$ cat src/rtl/tim_hfsm_if.sv
// rtl/tim_hfsm_if.sv - signal bundle between the horizontal timing FSM and its neighbours
interface tim_hfsm_if;
    logic        vact;
    logic [13:0] adc_d;
    logic        hen;
    logic        clamp;
    logic        busy;
    logic        pix_valid;
    logic [13:0] pix_data;
    logic [11:0] pix_x;
    logic [11:0] pix_y;
    logic        sof;
    logic        eol;
    logic        line_err;

    // master: the timing FSM itself
    modport master (
        input  vact, adc_d,
        output hen, clamp, busy, pix_valid, pix_data, pix_x, pix_y, sof, eol, line_err
    );

    // slave: vertical FSM / ADC on the input side, CCD driver and frame writer on the output side
    modport slave (
        output vact, adc_d,
        input  hen, clamp, busy, pix_valid, pix_data, pix_x, pix_y, sof, eol, line_err
    );
endinterface

$ cat src/rtl/tim_hfsm.sv
// rtl/tim_hfsm.sv - horizontal timing and pixel-capture FSM
module tim_hfsm #(
    parameter int H_DUMMY   = 12,
    parameter int H_ACTIVE  = 2472,
    parameter int H_OVER    = 8,
    parameter int FRAME_GAP = 1024,
    parameter int ADC_LAT   = 3
) (
    input  logic       clk,
    input  logic       rst,
    tim_hfsm_if.master bus
);

    typedef enum logic [2:0] {
        S_IDLE,
        S_DUMMY,
        S_ACTIVE,
        S_OVER,
        S_DONE
    } state_t;

    typedef struct packed {
        logic        v;
        logic [11:0] x;
        logic [11:0] y;
        logic        sof;
        logic        eol;
    } strobe_t;

    localparam logic [11:0] DUMMY_LAST  = 12'(H_DUMMY - 1);
    localparam logic [11:0] ACTIVE_LAST = 12'(H_ACTIVE - 1);
    localparam logic [11:0] OVER_LAST   = 12'(H_OVER - 1);
    localparam logic [11:0] LINE_MAX    = 12'd4095;
    // one bit wider than the other counters so FRAME_GAP = 4096 still saturates correctly
    localparam logic [12:0] GAP_MAX     = 13'(FRAME_GAP);

    logic        vact_q, vact_prev_q;
    state_t      state_q, state_d;
    logic [11:0] cnt_q, cnt_d;
    logic [11:0] line_q, line_d;
    logic [12:0] gap_q, gap_d;
    logic        frame_q, frame_d;
    logic        hen_q, hen_d;
    logic        clamp_q, clamp_d;
    logic        busy_q, busy_d;
    logic        err_q, err_d;

    logic        start;
    logic        abort;
    strobe_t     s0;
    strobe_t     feed;

    logic        pv_q, pv_d;
    logic [13:0] data_q, data_d;
    logic [11:0] px_q, px_d;
    logic [11:0] py_q, py_d;
    logic        sof_q, sof_d;
    logic        eol_q, eol_d;

    assign start = vact_q & ~vact_prev_q;
    assign abort = ~vact_q & (state_q inside {S_DUMMY, S_ACTIVE, S_OVER});

    // strobe for the current ACTIVE cycle; an aborting line never gets its eol
    always_comb begin
        s0.v   = (state_q == S_ACTIVE);
        s0.x   = cnt_q;
        s0.y   = line_q;
        s0.sof = (state_q == S_ACTIVE) & frame_q & (cnt_q == 12'd0);
        s0.eol = (state_q == S_ACTIVE) & (cnt_q == ACTIVE_LAST) & ~abort;
    end

    // line state machine: next state, counters and registered line-level outputs
    always_comb begin
        state_d = state_q;
        cnt_d   = cnt_q;
        line_d  = line_q;
        gap_d   = gap_q;
        frame_d = frame_q;
        err_d   = 1'b0;
        if (abort) begin
            state_d = S_IDLE;
            err_d   = 1'b1;
        end else begin
            case (state_q)
                S_IDLE: begin
                    if (start) begin
                        state_d = S_DUMMY;
                        cnt_d   = 12'd0;
                        gap_d   = 13'd0;
                        if (gap_q >= GAP_MAX) begin
                            line_d  = 12'd0;
                            frame_d = 1'b1;
                        end
                    end else if (!vact_q && gap_q < GAP_MAX) begin
                        gap_d = gap_q + 13'd1;
                    end
                end
                S_DUMMY: begin
                    if (cnt_q == DUMMY_LAST) begin
                        state_d = S_ACTIVE;
                        cnt_d   = 12'd0;
                    end else begin
                        cnt_d = cnt_q + 12'd1;
                    end
                end
                S_ACTIVE: begin
                    if (cnt_q == ACTIVE_LAST) begin
                        state_d = S_OVER;
                        cnt_d   = 12'd0;
                    end else begin
                        cnt_d = cnt_q + 12'd1;
                    end
                end
                S_OVER: begin
                    if (cnt_q == OVER_LAST) begin
                        state_d = S_DONE;
                        cnt_d   = 12'd0;
                        line_d  = (line_q == LINE_MAX) ? line_q : line_q + 12'd1;
                    end else begin
                        cnt_d = cnt_q + 12'd1;
                    end
                end
                S_DONE: begin
                    // a re-rise while still here is ignored: only vact_q low leaves DONE
                    if (!vact_q) begin
                        state_d = S_IDLE;
                        if (gap_q < GAP_MAX) begin
                            gap_d = gap_q + 13'd1;
                        end
                    end
                end
                default: state_d = S_IDLE;
            endcase
        end
        // the frame flag is consumed by the x=0 strobe, even if the line aborts right there
        if (state_q == S_ACTIVE && cnt_q == 12'd0) begin
            frame_d = 1'b0;
        end
    end

    // outputs follow the next state so they line up with the state register
    always_comb begin
        hen_d   = (state_d inside {S_DUMMY, S_ACTIVE, S_OVER});
        clamp_d = (state_d == S_DUMMY);
        busy_d  = (state_d != S_IDLE);
    end

    // state, counter and line-output registers
    always_ff @(posedge clk) begin
        if (rst) begin
            vact_q      <= 1'b0;
            vact_prev_q <= 1'b0;
            state_q     <= S_IDLE;
            cnt_q       <= 12'd0;
            line_q      <= 12'd0;
            gap_q       <= GAP_MAX;
            frame_q     <= 1'b0;
            hen_q       <= 1'b0;
            clamp_q     <= 1'b0;
            busy_q      <= 1'b0;
            err_q       <= 1'b0;
        end else begin
            vact_q      <= bus.vact;
            vact_prev_q <= vact_q;
            state_q     <= state_d;
            cnt_q       <= cnt_d;
            line_q      <= line_d;
            gap_q       <= gap_d;
            frame_q     <= frame_d;
            hen_q       <= hen_d;
            clamp_q     <= clamp_d;
            busy_q      <= busy_d;
            err_q       <= err_d;
        end
    end

    // ADC_LAT-1 internal delay stages; the output registers form the last stage
    generate
        if (ADC_LAT == 1) begin : g_lat1
            assign feed = s0;
        end else begin : g_pipe
            strobe_t pipe_q [0:ADC_LAT-2];
            strobe_t pipe_d [0:ADC_LAT-2];

            // shift the strobes along, stripping eol from a line that is aborting
            always_comb begin
                pipe_d[0] = s0;
                for (int k = 1; k < ADC_LAT - 1; k++) begin
                    pipe_d[k]     = pipe_q[k-1];
                    pipe_d[k].eol = pipe_q[k-1].eol & ~abort;
                end
            end

            // delay-line registers
            always_ff @(posedge clk) begin
                if (rst) begin
                    pipe_q <= '{default: '0};
                end else begin
                    pipe_q <= pipe_d;
                end
            end

            assign feed = pipe_q[ADC_LAT-2];
        end
    endgenerate

    // final stage: qualify markers, hold coordinates and data between valid pixels
    always_comb begin
        pv_d   = feed.v;
        sof_d  = feed.v & feed.sof;
        eol_d  = feed.v & feed.eol & ~abort;
        px_d   = feed.v ? feed.x    : px_q;
        py_d   = feed.v ? feed.y    : py_q;
        data_d = feed.v ? bus.adc_d : data_q;
    end

    // pixel output registers
    always_ff @(posedge clk) begin
        if (rst) begin
            pv_q   <= 1'b0;
            sof_q  <= 1'b0;
            eol_q  <= 1'b0;
            px_q   <= 12'd0;
            py_q   <= 12'd0;
            data_q <= 14'd0;
        end else begin
            pv_q   <= pv_d;
            sof_q  <= sof_d;
            eol_q  <= eol_d;
            px_q   <= px_d;
            py_q   <= py_d;
            data_q <= data_d;
        end
    end

    assign bus.hen       = hen_q;
    assign bus.clamp     = clamp_q;
    assign bus.busy      = busy_q;
    assign bus.line_err  = err_q;
    assign bus.pix_valid = pv_q;
    assign bus.pix_data  = data_q;
    assign bus.pix_x     = px_q;
    assign bus.pix_y     = py_q;
    assign bus.sof       = sof_q;
    assign bus.eol       = eol_q;

endmodule

$ cat src/flat_wrapper.sv
// flat-port wrapper written by rule: the top's interface ports become plain ports
module tim_hfsm_flat 
#(
    parameter int H_DUMMY   = 12,
    parameter int H_ACTIVE  = 2472,
    parameter int H_OVER    = 8,
    parameter int FRAME_GAP = 1024,
    parameter int ADC_LAT   = 3
)
  (clk, rst, bus_vact, bus_adc_d, bus_hen, bus_clamp, bus_busy, bus_pix_valid, bus_pix_data, bus_pix_x, bus_pix_y, bus_sof, bus_eol, bus_line_err);
  tim_hfsm_if bus_i ();
  input  logic clk;
  input  logic rst;
  input wire logic [$bits(bus_i.vact)-1:0] bus_vact;
  input wire logic [$bits(bus_i.adc_d)-1:0] bus_adc_d;
  output wire logic [$bits(bus_i.hen)-1:0] bus_hen;
  output wire logic [$bits(bus_i.clamp)-1:0] bus_clamp;
  output wire logic [$bits(bus_i.busy)-1:0] bus_busy;
  output wire logic [$bits(bus_i.pix_valid)-1:0] bus_pix_valid;
  output wire logic [$bits(bus_i.pix_data)-1:0] bus_pix_data;
  output wire logic [$bits(bus_i.pix_x)-1:0] bus_pix_x;
  output wire logic [$bits(bus_i.pix_y)-1:0] bus_pix_y;
  output wire logic [$bits(bus_i.sof)-1:0] bus_sof;
  output wire logic [$bits(bus_i.eol)-1:0] bus_eol;
  output wire logic [$bits(bus_i.line_err)-1:0] bus_line_err;
  assign bus_i.vact = bus_vact;
  assign bus_i.adc_d = bus_adc_d;
  assign bus_hen = bus_i.hen;
  assign bus_clamp = bus_i.clamp;
  assign bus_busy = bus_i.busy;
  assign bus_pix_valid = bus_i.pix_valid;
  assign bus_pix_data = bus_i.pix_data;
  assign bus_pix_x = bus_i.pix_x;
  assign bus_pix_y = bus_i.pix_y;
  assign bus_sof = bus_i.sof;
  assign bus_eol = bus_i.eol;
  assign bus_line_err = bus_i.line_err;
  tim_hfsm #(.H_DUMMY(H_DUMMY), .H_ACTIVE(H_ACTIVE), .H_OVER(H_OVER), .FRAME_GAP(FRAME_GAP), .ADC_LAT(ADC_LAT)) u_core (.clk(clk), .rst(rst), .bus(bus_i));
endmodule
$ cat config.mk
export PLATFORM = sky130hd
export DESIGN_NAME = tim_hfsm_flat
export DESIGN_NICKNAME = d
export VERILOG_FILES = /design/src/rtl/tim_hfsm_if.sv /design/src/rtl/tim_hfsm.sv /design/src/flat_wrapper.sv
export SDC_FILE = /design/constraint.sdc
export NUM_CORES = 1
export LEC_CHECK = 0
export CORE_UTILIZATION = 50
export DETAILED_ROUTE_END_ITERATION = 16
export GPL_ROUTABILITY_DRIVEN = 0
export PLACE_DENSITY = 0.8
export SLEW_MARGIN = 20
export SYNTH_ARGS = -nofsm -noshare
export SYNTH_HDL_FRONTEND = slang
export SYNTH_SLANG_ARGS = --single-unit
$ cat constraint.sdc
create_clock -name clk -period 2.1 [get_ports clk]
set_input_delay 0.525 -clock clk [delete_from_list [all_inputs] [get_ports clk]]
set_output_delay 0.525 -clock clk [all_outputs]
set_load 0.01 [all_outputs]
== Word level (Yosys, flattened, before mapping) ==
Cells that the tools add are included.
Operators by class
  reductions and logical operators: 16
  muxes and demuxes: 23
  order comparisons: 2
  add/sub/neg operators: 3
  bitwise operators: 13
  eq/ne operators: 18
Operator list (count)
  $mux 12: 8
  $mux 13: 4
  $pmux 12 s4: 1
  $pmux 13 s2: 1
  $add 12x1->12 const B: 2
  $eq 12x12->1 const B: 2
  $pmux 12 s2: 1
  $mux 3: 6
  $pmux 3 s5: 1
  $add 13x1->13 const B: 1
  $ge 13x11->1 const B: 1
  $lt 13x11->1 const B: 1
  $eq 12x3->1 const B: 1
  $eq 12x4->1 const B: 1
  $eq 3x2->1 const B: 4
  $logic_not 12->1: 1
  $and 1x1->1: 10
  $reduce_bool 3->1: 3
  $eq 3x1->1 const B: 2
  $ne 2x1->1 const B: 3
  $ne 2x2->1 const B: 3
  $reduce_and 6->1: 1
  $reduce_and 5->1: 1
  $reduce_and 4->1: 1
  11 further kinds: 15
Storage, ports and cells
  bits in registers: 142
  output and inout bits: 45
  input port bits: 17

== Longest topological paths before layout ==
Gate-level depths: netlist of run 1.
  depth after elaboration: 7
  gate-level depth with buffers: 7
  mapped depth without buffers: 6

== Least setup slack after synthesis of run 1 ==
No wires, ideal clock.
  path kind: register -> register
  start: register u_core.cnt_q[8]
  end: register u_core.cnt_q[8]
  cell stages (with the launch flop): 7
  setup time: 0.120 ns
  required time: 1.980 ns
  arrival: 1.969 ns
  slack: 0.011 ns
  cell sequence: dfxtp_1 -> clkbuf_2 -> or4_1 -> o41a_1 -> o31ai_4 -> nor3_1 -> a211o_1
On the way
  word-level cells in the longest chain between the ends: 3
  elaborated cells between the ends (all ways): 8
  classes of those cells: 1 x add/sub; 3 x eq/ne; 4 x mux
RTL lines
  start, declared: line tim_hfsm.sv:39  | logic [11:0] cnt_q, cnt_d;
  start signal, assigned: line tim_hfsm.sv:166  | cnt_q <= cnt_d;
  $add 12x1->12 (tied with other cells): line tim_hfsm.sv:103, tim_hfsm.sv:111, tim_hfsm.sv:120
  $mux 12 (on tied branches): line tim_hfsm.sv:115, tim_hfsm.sv:99, tim_hfsm.sv:107
  $pmux 12 s4 *: line tim_hfsm.sv:84  | case (state_q)
Mark *: on every way between the ends. The rest lies on a longest branch, timed or not.
A chain may end at the register's enable or synchronous reset.

== Worst setup path after layout of run 1 ==
  start: register u_core.cnt_q[4]
  end: register u_core.cnt_q[8]
The elaborated chain is that of the path after synthesis.

==> results of run 1 <==
-- layer usage --
metal / routed length [microns] / GRT usage / up-vias
met3: 482 / 0.0495 / 16
met1: 4840 / 0.254 / 1857
li1: - / - / 1965
met2: 5350 / 0.322 / 131
met4: 142 / 0.0786 / 0
met5: 0 / 0 / -
-- cell usage in the layout, fill, tap and decap left out, types with 3 or more instances in the layout --
master / count
nand2b_1: 7
a21oi_1: 14
nand2_1: 28
buf_4: 30
a21o_1: 6
nor3_1: 9
and2_1: 3
o21ai_0: 4
or3_1: 4
or4_1: 3
nor2b_1: 48
dfxtp_1: 141
nor2_1: 72
xor2_1: 4
nand3_1: 13
and3_1: 8
inv_6: 5
mux2i_1: 43
a31oi_1: 7
and4_1: 3
inv_1: 12
clkinvlp_4: 4
clkbuf_16: 16
inv_8: 3
nor3b_1: 3
nand4_1: 12
ha_1: 5
clkdlybuf4s50_1: 60
xnor2_1: 13
-- layout make-up --
class | count | area [sq um] | area share
flip-flops and latches | 142 | 2840 | 0.421
multi-input cells | 345 | 2290 | 0.338
repair buffers | 93 | 871 | 0.129
clock buffers | 18 | 418 | 0.0619
well taps | 133 | 166 | 0.0246
clock inverters | 14 | 125 | 0.0185
inverters | 12 | 45.0 | 0.00667
-- how the worst max path moves through the flow --
stage	end	slack, ns	depth (start not counted)
2_1_floorplan	u_core.cnt_q[8]	0.01	6
3_3_place_gp	u_core.cnt_q[8]	-0.01	5
3_5_place_dp	u_core.cnt_q[8]	-0.06	5
4_1_cts	u_core.cnt_q[8]	0.03	6
5_1_grt	u_core.cnt_q[8]	-0.03	5
6_report	u_core.cnt_q[8]	0.02	5
-- synth_stat cells (3+ instances only) --
cell type	n
a211oi_1	3
a21o_1	7
a21oi_1	14
a31oi_1	7
and2_1	3
and3_1	8
and4_1	3
buf_1	7
clkbuf_1	16
dfxtp_1	142
ha_1	5
inv_1	12
mux2i_1	43
nand2_1	28
nand2b_1	7
nand3_1	14
nand4_1	12
nor2_1	72
nor2b_1	48
nor3_1	9
nor3b_1	3
o21ai_0	4
o31ai_1	3
or3_1	4
or4_1	4
xnor2_1	13
xor2_1	4
-- kinds of logic after synthesis --
group | Yosys count | share of synthesized area
mux | 43 | 0.0825
xor+xnor | 17 | 0.0285
buf+inv | 37 | 0.0271
simple gates | 227 | 0.229
flops | 142 | 0.545
compound gates | 53 | 0.0763
fa+ha+maj | 5 | 0.0120
-- critical path: cells and delay by family (launching register included) --
| kind | cells | cell delay, ns |
|---|---|---|
| flops | 1 | 0.31 |
| simple gates | 2 | 0.63 |
| compound gates | 3 | 1.02 |
-- sequential cells by signal (all words and copies together) (netlist names), 3 cells and up --
| register | count |
|---|---|
| u_core.feed | 26 |
| u_core.bus.pix_data | 14 |
| u_core.bus.pix_y | 12 |
| u_core.bus.pix_x | 12 |
| u_core.gap_q | 13 |
| u_core.g_pipe.pipe_d | 26 |
| u_core.line_q | 12 |
| u_core.state_q | 3 |
| u_core.cnt_q | 12 |
-- per-stage QoR --
step / setup WS, ns / hold WS [ns] / utilization / TNS [ns]
floorplan: 0.0112 / 0.406 / - / 0
global placement: -0.0108 / 0.416 / 0.618 / -0.0108
detailed placement: -0.0569 / 0.423 / 0.618 / -0.179
CTS: 0.0291 / 0.344 / 0.673 / 0
global route: -0.0298 / 0.361 / 0.679 / -0.0717
finish: 0.0217 / 0.360 / 0.679 / 0
-- power groups by stage --
stage,Clock [W],Sequential (W),Combinational [W]
final,0.00271,0.00273,0.000230
after global routing,0.00289,0.00273,0.000251
after CTS,0.00276,0.00273,0.000225
after detailed placement,0,0.00279,0.000223
after global placement,0,0.00279,0.000219
after floorplan,0,0.00279,0.000125
-- timing repair --
item,in CTS,in global routing
buffers inserted,0,1
pin swaps,2,1
setup endpoints to repair,11,25
gates resized for setup,1,9
==> flow_summary_export.csv, run 1 <==
group,metric,value,unit
logic_synthesis,synth_top_cell_by_area,"dfxtp_1",
finish,fill_cells,723,
worst_setup_path,reg2reg_to,"u_core.cnt_q[8]",
floorplan,rows,36,
global_route,grt_overflow,0,
worst_hold_path,holdPathStages,2,
logic_synthesis,syn-num-nets,546,
finish,layout-drive-gt1-share,0.133,
flow_run,cap_violations,0,
power,p_sw,0.00136,W
place,dp.cells,724,
cts,cts_tree,"built",
global_route,track_usage,0.199,
global_route,grt_first_pass_wirelength,17300,microns
route,drcViolationCount,0,
worst_setup_path,path_class,"register to register",
timing,finalCritPeriodShare,0.990,
route,route.detailed.wl_per_inst,14.3,microns
cts,cts_max_level,4,
worst_setup_path,crit_required,2.49,ns
global_route,grt_max_degree,60,
logic_synthesis,synth_top_area_frac,0.545,
logic_synthesis,ys_types,50,
worst_hold_path,hp-start,"rst",
worst_setup_path,cp_slowest_cell,"or4_4",
worst_setup_path,crit_arrival,2.47,ns
global_route,grt_pass1_vias,3652,
cts,root_buffer,"clkbuf_8",
route,vias,3969,
worst_hold_path,hp-class,"input port to register",
timing,worstMarginPinSlew,0.520,ns
cts,insertion_delay,0.51,ns
timing,hold_viol,0,
cts,cts.sinks,142,
worst_setup_path,r2r-start,"u_core.cnt_q[4]",
floorplan,initial_utilization,0.524,
cts,numCtsBuffers,17,
timing,slew_viol_final,0,
finish,diodes,0,
power,power_frac_seq,0.481,
cts,hold_buffers,0,
finish,area_delta_synth_final,29.5,%
logic_synthesis,syn_inst,524,
worst_setup_path,max_stage_delay,0.54,ns
finish,fin_cells,757,
power,powerDensity,840,nW/um^2
floorplan,die_x,104,microns
worst_setup_path,r2r_slack,0.02,ns
timing,setup_viol,0,
floorplan,io_pins,62,
route,ant_nets,0,
logic_synthesis,syn_area,5220,sq um
finish,stdcell_area,6760,sq um
logic_synthesis,yosys_warnings,0,
global_route,antenna_found_initial,0,
timing,timing.fmax,0.481,GHz
logic_synthesis,yosysSeqAreaShare,0.545,
power,ir_drop,0.000494,V
worst_setup_path,r2r_cells,5,
power,cellInternalPower,0.00431,W
outcome,status,"completed",
logic_synthesis,synth_edf_count,0,
timing,fin_skew,0.00735,ns
place,io_buffers,61,
floorplan,die_h,104,microns
route,wl,10800,microns
power,p_comb_frac,0.040,
power,pwr-share-clk,0.479,
place,dp_hpwl,6880,microns
place,place_area,6150,sq um
route,dr.pass1.iters,5,
floorplan,core_region_area,9950,sq um
logic_synthesis,synthTopCellsByArea,"dfxtp_1 54%, mux2i_1 8.2%, nor2b_1 5.8%",
finish,final_nets,633,
worst_setup_path,crit_fanout,6,
route,first_iter_violations,313,
timing,slew_headroom,0.653,
logic_synthesis,ys_ff_latch,142,
floorplan,dieArea,10800,sq um
worst_setup_path,cp-end-kind,"register",
logic_synthesis,ys.flop_type,"dfxtp_1",
route,via_per_inst,5.24,
logic_synthesis,async_flop_share,0,
worst_setup_path,cp-start-kind,"register",
cts,clk_path_buf_depth,2,
worst_setup_path,crit_path_start,"u_core.cnt_q[4]",
logic_synthesis,syn_area_per_cell,9.96,sq um
timing,rsz0062_at_grt,"true",
timing,fin_crit,2.08,ns
cts,clkTransAtPathRegs,0.07,ns
power,leakagePower,2.52,nW
power,finalPower,0.00567,W
worst_setup_path,cp_cell_sequence,"or4_4 > o41a_1 > o31ai_4 > nor3_1 > a211o_1",
worst_hold_path,min_to,"u_core.vact_q",
power,swShare,0.240,
Note: power is estimated with default switching activity, not from simulation.
==> inputs of run 2 (changes only) <==
Settings changed: CAP_MARGIN from default to 40.
==> results of run 2 <==
Same layout as run 1: the final DEF is identical, and so are final timing and power.
